[src/rtl/benes_cfg_ctrl.sv]
// -----------------------------------------------------------------------------
// benes_cfg_ctrl
//
// Configuration sequencer for the 8x8 Benes datapath. The datapath has five
// registered stages of four 2x2 switches.
//
// Software writes per-stage switch controls into a shadow register. The write
// carrying cfg_last arms a commit. On the next start-of-frame beat, the shadow
// is copied into the active controls (sw_set) one stage per cycle. Each stage
// therefore switches exactly when the first beat of the new frame reaches it.
//
// Ports:
//   clk, rst          clock, asynchronous active-high reset
//   cfg_valid/ready   configuration write handshake (accepted only in IDLE)
//   cfg_stage         target stage of the write
//   cfg_bits          switch controls for that stage (bit i -> switch i)
//   cfg_last          last write of a set; arms the commit
//   cfg_err           one-cycle pulse after an accepted write to a bad stage
//   din_valid/sof     beat entering stage 0 on the next cycle
//   sw_set            active controls; stage k at [k*N_SW +: N_SW]
//   dout_valid/sof    din_valid / din_sof&din_valid delayed N_STAGE+1 cycles
//   armed             committed set waiting for a frame boundary
//   commit_done       one-cycle pulse when the last stage has switched
// -----------------------------------------------------------------------------
module benes_cfg_ctrl #(
    parameter int N_STAGE = 5,
    parameter int N_SW    = 4,
    parameter int SIDX_W  = 3
) (
    input  logic                      clk,
    input  logic                      rst,
    input  logic                      cfg_valid,
    output logic                      cfg_ready,
    input  logic [SIDX_W-1:0]         cfg_stage,
    input  logic [N_SW-1:0]           cfg_bits,
    input  logic                      cfg_last,
    output logic                      cfg_err,
    input  logic                      din_valid,
    input  logic                      din_sof,
    output logic [N_STAGE*N_SW-1:0]   sw_set,
    output logic                      dout_valid,
    output logic                      dout_sof,
    output logic                      armed,
    output logic                      commit_done
);

    typedef enum logic [1:0] {
        S_IDLE  = 2'd0,
        S_ARMED = 2'd1,
        S_SWEEP = 2'd2
    } state_t;

    state_t                    state_q, state_d;
    logic [SIDX_W-1:0]         cnt_q, cnt_d;
    logic [N_SW-1:0]           shadow_q [N_STAGE];
    logic [N_SW-1:0]           shadow_d [N_STAGE];
    logic [N_STAGE*N_SW-1:0]   sw_set_q, sw_set_d;
    logic                      cfg_err_q, cfg_err_d;
    logic                      commit_done_q, commit_done_d;
    logic [N_STAGE:0]          vld_dly_q;
    logic [N_STAGE:0]          sof_dly_q;

    logic wr_acc;
    logic wr_bad;
    logic do_load;

    assign wr_acc = cfg_valid && (state_q == S_IDLE);
    assign wr_bad = (cfg_stage >= SIDX_W'(N_STAGE));

    // Stage cnt_q loads in the cycle that sees the sof while ARMED (cnt_q is
    // 0 then) and in every SWEEP cycle after it. Stage k therefore loads at
    // the edge ending cycle G+k.
    assign do_load = ((state_q == S_ARMED) && din_valid && din_sof) ||
                     (state_q == S_SWEEP);

    always_comb begin
        // NOTE: every signal gets a default before the case. A path that
        // leaves a signal unassigned would otherwise infer a latch.
        state_d       = state_q;
        cnt_d         = cnt_q;
        shadow_d      = shadow_q;
        sw_set_d      = sw_set_q;
        cfg_err_d     = 1'b0;
        commit_done_d = 1'b0;

        if (wr_acc) begin
            for (int k = 0; k < N_STAGE; k++) begin
                if (!wr_bad && (cfg_stage == SIDX_W'(k))) begin
                    shadow_d[k] = cfg_bits;
                end
            end
            cfg_err_d = wr_bad;
            // A bad index still arms, so software always sees the commit end.
            if (cfg_last) begin
                state_d = S_ARMED;
            end
        end

        if (do_load) begin
            for (int k = 0; k < N_STAGE; k++) begin
                if (cnt_q == SIDX_W'(k)) begin
                    sw_set_d[k*N_SW +: N_SW] = shadow_q[k];
                end
            end
            if (cnt_q == SIDX_W'(N_STAGE - 1)) begin
                state_d       = S_IDLE;
                cnt_d         = '0;
                commit_done_d = 1'b1;
            end else begin
                state_d = S_SWEEP;
                cnt_d   = cnt_q + 1'b1;
            end
        end
    end

    always_ff @(posedge clk or posedge rst) begin
        if (rst) begin
            state_q       <= S_IDLE;
            cnt_q         <= '0;
            sw_set_q      <= '0;
            cfg_err_q     <= 1'b0;
            commit_done_q <= 1'b0;
            // NOTE: the shadow is a handful of flops, not a RAM. Resetting it
            // keeps "unwritten stage == last committed value" true after reset.
            for (int k = 0; k < N_STAGE; k++) begin
                shadow_q[k] <= '0;
            end
        end else begin
            // NOTE: state is updated with non-blocking assignments. Every flop
            // then samples the pre-edge values, independent of statement order.
            state_q       <= state_d;
            cnt_q         <= cnt_d;
            sw_set_q      <= sw_set_d;
            cfg_err_q     <= cfg_err_d;
            commit_done_q <= commit_done_d;
            shadow_q      <= shadow_d;
        end
    end

    // Free-running beat tracker. It is one stage deeper than the switch
    // pipeline, so the output beat lines up with the last stage's registered
    // output.
    always_ff @(posedge clk or posedge rst) begin
        if (rst) begin
            vld_dly_q <= '0;
            sof_dly_q <= '0;
        end else begin
            vld_dly_q <= {vld_dly_q[N_STAGE-1:0], din_valid};
            sof_dly_q <= {sof_dly_q[N_STAGE-1:0], din_valid & din_sof};
        end
    end

    assign cfg_ready   = (state_q == S_IDLE);
    assign armed       = (state_q == S_ARMED);
    assign sw_set      = sw_set_q;
    assign cfg_err     = cfg_err_q;
    assign commit_done = commit_done_q;
    assign dout_valid  = vld_dly_q[N_STAGE];
    assign dout_sof    = sof_dly_q[N_STAGE];

endmodule

[config.mk]
export PLATFORM = sky130hd
export DESIGN_NAME = benes_cfg_ctrl
export DESIGN_NICKNAME = d
export VERILOG_FILES = /design/src/rtl/benes_cfg_ctrl.sv
export SDC_FILE = /design/constraint.sdc
export NUM_CORES = 1
export LEC_CHECK = 0
export ABC_AREA = 1
export CAP_MARGIN = 40
export CORE_MARGIN = 4
export CORE_UTILIZATION = 55
export DETAILED_ROUTE_END_ITERATION = 12
export DONT_BUFFER_PORTS = 1
export MAX_ROUTING_LAYER = met4
export PLACE_DENSITY = 0.69
export SLEW_MARGIN = 20
export SYNTH_ARGS = -nofsm -noshare
export SYNTH_HDL_FRONTEND = slang
export SYNTH_SLANG_ARGS = --single-unit
[constraint.sdc]
create_clock -name clk -period 1.55 [get_ports clk]
set_input_delay 0.0775 -clock clk [delete_from_list [all_inputs] [get_ports clk]]
set_output_delay 0.0775 -clock clk [all_outputs]
set_load 0.03 [all_outputs]
==> results.cfg, run 1 <==
[global_route]
antenna_found_initial = 0
grt_use_total_pct = 18.57
grt_pass1_wl_um = 7176
grt_start_max_net_pins = 38
grt_pass1_vias = 1530
grt_overflow = 0

[logic_synthesis]
synth_area_um2 = 2361
ys_seq_elements = 59
yosysSeqAreaShare_pct = 62.53
synth_nets = 250
synthCells = 232
synth_area_per_cell_um2 = 10.18
ys_warn_count = 0
synthDistinctLibCells = 20

[power]
combPwrFrac_pct = 24.2
p_clk_share_pct = 23.6
swShare_pct = 39.72
p_per_area_nw_per_um2 = 2029
internal_power_mw = 3.352
power_switching_mw = 2.209
leakage_nw = 1.488
peakVddDrop_mv = 1.108
seqPwrFrac_pct = 52.2

[placed_design]
dp_hpwl_um = 2871
io_buffers = 0
preCtsSetupSlack_ns = 0.1405
gp_congestion = 0.7867
dp.cells = 284

[final_layout]
nFillCells = 330
multi_input_area_um2 = 760.7
final_cell_mix = nand2_1 (78), dfrtp_1 (59), nand3_1 (28)
num_antenna_cells = 0
final_common_cell = nand2_1
nets = 273
instances_no_fill = 310
drive_above_1_share_pct = 13.46
area_growth_pct = 16.11
area.sequential_um2 = 1476

[critical_path]
cp-end-kind = flop
worstPathCellList = inv_1 -> ha_1 -> nand2_1 -> inv_1 -> nand2_1 -> nand2_1 -> nand2_1
cp.arrival_ns = 1.59
crit_slowest_cell = dfrtp_1
path_depth = 7
critPathBufInv = 2
crit_required_ns = 1.76
crit_fanout = 6
critical_path.top_delay_family = flip-flops
path_class = flop to flop
start_kind = flop
critical_path.max_stage_delay_ns = 0.41
crit_path_frequent_cell = nand2_1
r2r_cells = 7

[detailed_routing]
wire_per_inst_um = 13.67
wl_um = 4237
num_vias = 1560
viasPerCell = 5.032
first_pass_iters = 4
drc = 0
ant_nets = 0
drt-initial-drc-count = 118

[timing]
rsz0062_at_grt = false
setup_slack_ns = 0.1713
finalHoldViolCount = 0
fmax_mhz = 725.3
maxSlewHeadroom_pct = 62.41
tightest_slew_ns = 0.5617
fin_crit_sh_pct = 88.95
slew_viol_final = 0
holdWs_ns = 0.01511
finalSetupViolations = 0
fin_crit_ns = 1.379
fin_worst_skew_ns = 0.004221
fin_setup_tns_ns = 0

[clock_network]
cts_tree = built
clock_path_buffers = 2
h-tree-depth = 3
clk_latency_ns = 0.32
path_clk_slew_ns = 0.06
post_cts_buffers = 0
cts.sinks = 59
numCtsBuffers = 9
root_buffer = clkbuf_8

[die]
die_y_um = 73.52
core_um2 = 4086
die_w_um = 73.52
initial_core_util_pct = 57.78
rows = 23
ios = 39
die-area_um2 = 5405

[min_path]
hp-class = primary input to flop
hold_depth = 3

[run]
maxCapViolations = 0

[status]
outcome = completed
==> through the flow <==
stage / util [%] / total power, mW / area (um^2)
global route: 67.09 / 5.935 / 2741
floorplan: - / 3.944 / 2361
global placement: 59.89 / 4.218 / 2447
CTS: 67.02 / 5.604 / 2739
detailed placement: 59.89 / 4.263 / 2447
finish: 67.09 / 5.561 / 2741
==> worst reg2reg max path, stage by stage (launching register included) <==
cell and delay [ns]:
dfrtp_1 0.41, inv_1 0.11, ha_1 0.17, nand2_1 0.10
inv_1 0.18, nand2_1 0.15, nand2_1 0.09, nand2_1 0.05
==> registers in the layout, summed over array words and instances (netlist names) <==
name	count
cfg_err	1
cnt_q	3
commit_done	1
shadow_q	20
sof_dly_q	6
state_q	2
sw_set	20
vld_dly_q	6
==> logic make-up after synthesis <==
family | after synthesis | synth area share [%]
AOI/OAI and AO/OA | 18 | 3.815
adders and majority gates | 5 | 2.650
and+or+nand+nor | 128 | 25.65
DFF | 59 | 62.53
buffers and inverters | 22 | 5.352
==> path summary, 6_finish.rpt <==
path,from,slack (ns),end
hold reg to reg,vld_dly_q[1],0.35,vld_dly_q[2]
setup / recovery,cnt_q[0],0.17,sw_set[19]
min in group asynchronous,rst,0.24,sof_dly_q[5]
max in group asynchronous,rst,0.77,shadow_q[11]
setup reg to reg,cnt_q[0],0.17,sw_set[19]
hold / removal,cfg_stage[2],0.02,shadow_q[14]
==> repair_timing <==
| action | CTS | global route |
|---|---|---|
| gates resized for setup | 0 | 1 |
| hold endpoints to repair | 37 | 0 |
| setup endpoints to repair | 0 | 1 |
| hold buffers | 10 | 0 |
==> synthesized netlist by cell type, drive strengths merged <==
library cell  number  area (um^2)
nand3             28        140.1
clkbuf             2        27.53
nor3b              1        12.51
a21oi              1        5.000
nand2             87        389.1
nor2               8        37.54
buf                2        31.28
dfrtp             59         1476
nor3               3        20.02
o21ai             17        85.08
and3               1        6.260
ha                 5        62.56
inv               18        67.56
==> area by class of cell <==
class	count	area share (%)
tap	50	2.282
clock inverter	1	0.1826
multi-input combinational	151	27.75
sequential	59	53.86
inverter	18	2.465
timing repair buffer	16	6.664
clock buffer	15	6.801
==> power by group through the flow <==
stage / clock, mW / sequential [mW] / combinational [mW]
after floorplan: 0 / 2.82 / 1.13
after global placement: 0 / 2.92 / 1.30
after detailed placement: 0 / 2.93 / 1.33
after CTS: 1.33 / 2.91 / 1.36
after global routing: 1.41 / 2.97 / 1.56
final: 1.31 / 2.90 / 1.35
==> layer usage <==
metal  part of all wire, %  wire length [um]  global-route usage, %  vias to the layer above
met3                   5.7               241                  6.566                        6
met2                    43              1835                  24.80                       39
met4                   1.5                65                  7.243                        0
met1                    49              2094                  25.94                      727
li1                      -                 -                      -                      788
met5                     0                 0                      -                        -
(Power assumes the default switching activity.)
==> run 2, diff against run 1 <==
--- a/config.mk
+++ b/config.mk
@@ -13,6 +13,7 @@
 export DONT_BUFFER_PORTS = 1
 export MAX_ROUTING_LAYER = met4
 export PLACE_DENSITY = 0.69
+export SETUP_SLACK_MARGIN = 0.3
 export SLEW_MARGIN = 20
 export SYNTH_ARGS = -nofsm -noshare
 export SYNTH_HDL_FRONTEND = slang
==> run 2 against run 1 <==
- cell area grew 10%
- clock-buffer cell count down 2
- critical path depth stayed put
- worst hold slack lost 0.0072 ns
- routed wire length is 19% higher
- die area stayed put
- final cell count increased by 4.5%
- non-clock buffer count rose by 14
==> results.cfg, run 2 (synthesized netlist as in run 1, its figures left out) <==
[timing]
tightest_slew_ns = 0.5970
fin_crit_sh_pct = 87.58
holdWs_ns = 0.007864
rsz0062_at_grt = true
maxSlewHeadroom_pct = 60.11
fmax_mhz = 736.7
finalHoldViolCount = 0
finalSetupViolations = 0
fin_setup_tns_ns = 0
fin_worst_skew_ns = 0.007662
slew_viol_final = 0
fin_crit_ns = 1.357

[final_layout]
drive_above_1_share_pct = 27.37
num_antenna_cells = 0
multi_input_area_um2 = 907.1
nets = 288
final_common_cell = nand2_1
area_growth_pct = 27.93
nFillCells = 279
final_cell_mix = nand2_1 (61), dfrtp_1 (58), nand3_1 (27)
area.sequential_um2 = 1478

[die]
initial_core_util_pct = 57.78
die_y_um = 73.52
ios = 39
core_um2 = 4086
die_w_um = 73.52
rows = 23
die-area_um2 = 5405

[critical_path]
crit_fanout = 4
critical_path.max_stage_delay_ns = 0.42
cp-end-kind = flop
worstPathCellList = buf_6 -> nor3b_4 -> buf_6 -> buf_6 -> nand2_4 -> nand2_2 -> nand2_2
start_kind = flop
path_class = flop to flop
critPathBufInv = 3
crit_slowest_cell = dfrtp_1
crit_required_ns = 1.76
critical_path.top_delay_family = flip-flops
cp.arrival_ns = 1.57
crit_path_frequent_cell = buf_6

[detailed_routing]
drc = 0
drt-initial-drc-count = 134
first_pass_iters = 4
num_vias = 1705
ant_nets = 0
wire_per_inst_um = 15.52
wl_um = 5028
viasPerCell = 5.262

[global_route]
grt_pass1_vias = 1721
antenna_found_initial = 0
grt_pass1_wl_um = 8231
grt_use_total_pct = 21.24
grt_overflow = 0
grt_start_max_net_pins = 34

[status]
outcome = completed

[power]
peakVddDrop_mv = 1.556
finalPower_mw = 6.239
leakage_nw = 1.571
p_per_area_nw_per_um2 = 2065

[min_path]
hp-class = primary input to flop

[clock_network]
cts.sinks = 59
root_buffer = clkbuf_8
path_clk_slew_ns = 0.07
h-tree-depth = 3
numCtsBuffers = 9
clock_path_buffers = 2
cts_tree = built
clk_latency_ns = 0.33

[run]
maxCapViolations = 0

[placed_design]
dp_hpwl_um = 2928
io_buffers = 0
gp_congestion = 0.7834
## run 2: cell count changes in the layout (fill, tap and decap cells not counted), sizes merged
cell	previous run	this run
buf	6	20
bufinv	0	1
clkbuf	15	13
clkinvlp	0	1
inv	18	17
nand2	87	88
## run 2: metal layers
metal / vias up / share of wire (%) / wire, um / global-route usage, %
met3: 11 / 5.4 / 274 / 6.566
met2: 49 / 50 / 2489 / 30.91
met5: - / 0 / 0 / -
met4: 0 / 1.5 / 76 / 8.249
met1: 822 / 43 / 2187 / 27.90
li1: 823 / - / - / -
## run 2: worst paths after layout
kind / slack, ns / cells after the start / start / end
setup / recovery: 0.19 / 7 / state_q[0] / shadow_q[4]
hold / removal: 0.008 / 2 / cfg_bits[1] / shadow_q[13]
setup reg to reg: 0.19 / 7 / state_q[0] / shadow_q[4]
hold reg to reg: 0.35 / 0 / vld_dly_q[1] / vld_dly_q[2]
max in group asynchronous: 0.69 / 3 / rst / state_q[1]
min in group asynchronous: 0.30 / 2 / rst / sw_set[7]
## run 2: area by class of cell
type                            count  area share [%]
Clock buffer                       13           5.261
Multi-Input combinational cell    152           30.03
Inverter                           18           2.444
Timing Repair Buffer               30           10.11
Sequential cell                    59           48.92
Tap cell                           50           2.071
Clock inverter                      2           1.160
## run 2: timing repair
item / 4_1_cts / 5_1_grt
gates resized for setup: 30 / 20
cloned: 1 / 0
setup buffers: 8 / 4
hold buffers: 9 / 1
endpoints found under the hold margin: 40 / 1
endpoints found under the setup margin: 42 / 44
pin swaps: 7 / 7
## run 2: power by group
group	leakage (nW)	switching (mW)	internal, mW
Sequential	0.753	0.886	2.08
Combinational	0.718	1.07	0.832
Clock	0.0995	0.557	0.820
Total	1.57	2.51	3.73
## run 2: stage by stage
stage               std cells  util [%]  instance area [um^2]  worst slack [ns]
floorplan                 232         -                  2365            0.2663
finish                    324     73.91                  3020            0.1926
CTS                       319     70.97                  2900            0.2520
detailed placement        286     59.74                  2441            0.1503
global route              324     73.91                  3020            0.1415
global placement          286     59.74                  2441            0.1742
## run 2: worst reg2reg max path: stages (launching register included)
cell and delay, ns:
dfrtp_1 0.42, buf_6 0.15, nor3b_4 0.22, buf_6 0.14, buf_6 0.11, nand2_4 0.06, nand2_2 0.10, nand2_2 0.06
==> run 3, diff against run 2 <==
--- a/config.mk
+++ b/config.mk
@@ -11,8 +11,9 @@
 export CORE_UTILIZATION = 55
 export DETAILED_ROUTE_END_ITERATION = 12
 export DONT_BUFFER_PORTS = 1
+export GPL_TIMING_DRIVEN = 0
 export MAX_ROUTING_LAYER = met4
-export PLACE_DENSITY = 0.69
+export PLACE_DENSITY = 0.73
 export SETUP_SLACK_MARGIN = 0.3
 export SLEW_MARGIN = 20
 export SYNTH_ARGS = -nofsm -noshare
==> run 3 against run 2 <==
- cell area shrank 6.8%
- largest cell class unchanged
- non-clock buffer count shrank 8
- core utilization shrank 5.1 points
- highest routed layer unchanged
- worst hold slack is essentially flat
- sequential power shrank 2%
- critical endpoint is now shadow_q[5]
- via count shrank 5.9%
- die area is the same
- clock-buffer cell count is the same
- final cell count shrank 2.8%
- clock skew shrank 0.0014 ns
==> results.cfg, run 3 (synthesized netlist as in run 1, its figures left out) <==
[run]
maxCapViolations = 0

[detailed_routing]
drc = 0
wl_um = 4403
wire_per_inst_um = 13.98
viasPerCell = 5.092
first_pass_iters = 4
ant_nets = 0
num_vias = 1604
drt-initial-drc-count = 139

[timing]
fin_worst_skew_ns = 0.006212
slew_viol_final = 0
maxSlewHeadroom_pct = 62.18
finalSetupViolations = 0
finalHoldViolCount = 0
fin_crit_sh_pct = 88.87
fin_setup_tns_ns = 0
fmax_mhz = 726.0
rsz0062_at_grt = true
fin_crit_ns = 1.377
tightest_slew_ns = 0.5662

[final_layout]
drive_above_1_share_pct = 17.74
finish.utilization_pct = 68.86
final_common_cell = nand2_1
final_cell_mix = nand2_1 (76), dfrtp_1 (58), nand3_1 (28)
num_antenna_cells = 0
instances_no_fill = 315
nFillCells = 323
nets = 279
final_area_um2 = 2814
area_growth_pct = 19.18

[placed_design]
placed_area_um2 = 2447
dp.cells = 283
io_buffers = 0
dp_hpwl_um = 2982
gp_congestion = 0.8075

[critical_path]
start_kind = flop
path_class = flop to flop
cp-end-kind = flop
crit_required_ns = 1.76
crit_fanout = 5
cp.arrival_ns = 1.58

[die]
core_um2 = 4086
initial_core_util_pct = 57.78
rows = 23
die_w_um = 73.52
die-area_um2 = 5405
ios = 39
die_y_um = 73.52

[power]
peakVddDrop_mv = 1.243
p_per_area_nw_per_um2 = 2048
leakage_nw = 1.525

[global_route]
grt_pass1_wl_um = 7707
grt_start_max_net_pins = 34
grt_pass1_vias = 1638
grt_use_total_pct = 19.73
antenna_found_initial = 0
grt_overflow = 0

[clock_network]
cts.sinks = 59
clk_latency_ns = 0.32
numCtsBuffers = 9
root_buffer = clkbuf_8
h-tree-depth = 3
path_clk_slew_ns = 0.06
clock_path_buffers = 2
cts_tree = built

[status]
outcome = completed

[min_path]
hp-class = primary input to flop
run 3: what timing repair did:
| action | CTS | global route |
|---|---|---|
| gates cloned | 0 | 1 |
| setup endpoints to repair | 38 | 47 |
| hold endpoints to repair | 36 | 0 |
| pin swaps | 2 | 3 |
| hold buffers | 9 | 0 |
| buffers inserted | 3 | 4 |
| gates resized for setup | 4 | 6 |
run 3: where the power goes:
| part | internal, mW | switching [mW] |
|---|---|---|
| sequential | 2.08 | 0.822 |
| combinational | 0.615 | 0.895 |
| clock | 0.820 | 0.535 |
run 3: path summary, 6_finish.rpt:
kind                               from  slack (ns)  depth (start not counted)            to
max                          state_q[0]        0.17                          6   shadow_q[5]
min                         cfg_bits[3]       0.007                          2  shadow_q[15]
max reg2reg                  state_q[0]        0.17                          6   shadow_q[5]
min reg2reg                sof_dly_q[4]        0.35                          0  sof_dly_q[5]
max in group asynchronous           rst        0.71                          3    state_q[1]
min in group asynchronous           rst        0.29                          2    sw_set[17]
run 3: cell type report:
class                   count  area, um^2  area share, %
well taps                  50       62.56          2.223
inverters                  18       71.32          2.534
plain buffers               4       58.81          2.090
flip-flops and latches     59        1478          52.51
clock buffers              13       158.9          5.647
multi-input cells         151       775.7          27.57
repair buffers             18       173.9          6.181
clock inverters             2       35.03          1.245
run 3: through the flow:
step	hold WS, ns	total power, mW	setup WS (ns)
final	0.007405	5.762	0.1726
after global routing	0.01133	6.165	0.07245
after CTS	0.001223	5.717	0.1810
after detailed placement	0.04013	4.277	0.1480
after global placement	0.1090	4.207	0.1665
after floorplan	0.1089	3.944	0.2663
run 3: layer usage:
| metal | part of all wire, % | vias up | wire length [um] | GRT usage, % |
|---|---|---|---|---|
| li1 | - | 795 | - | - |
| met1 | 47 | 765 | 2076 | 26.50 |
| met2 | 46 | 38 | 2021 | 28.15 |
| met3 | 5.6 | 6 | 246 | 5.882 |
| met4 | 1.3 | 0 | 58 | 7.847 |
| met5 | 0 | - | 0 | - |
run 3: critical path, cell delays in order, from the launching register on:
cell and delay (ns):
dfrtp_1 0.40, buf_4 0.15, nor3b_2 0.25, buf_6 0.18
nand2_1 0.12, nand2_1 0.11, nand2_1 0.06
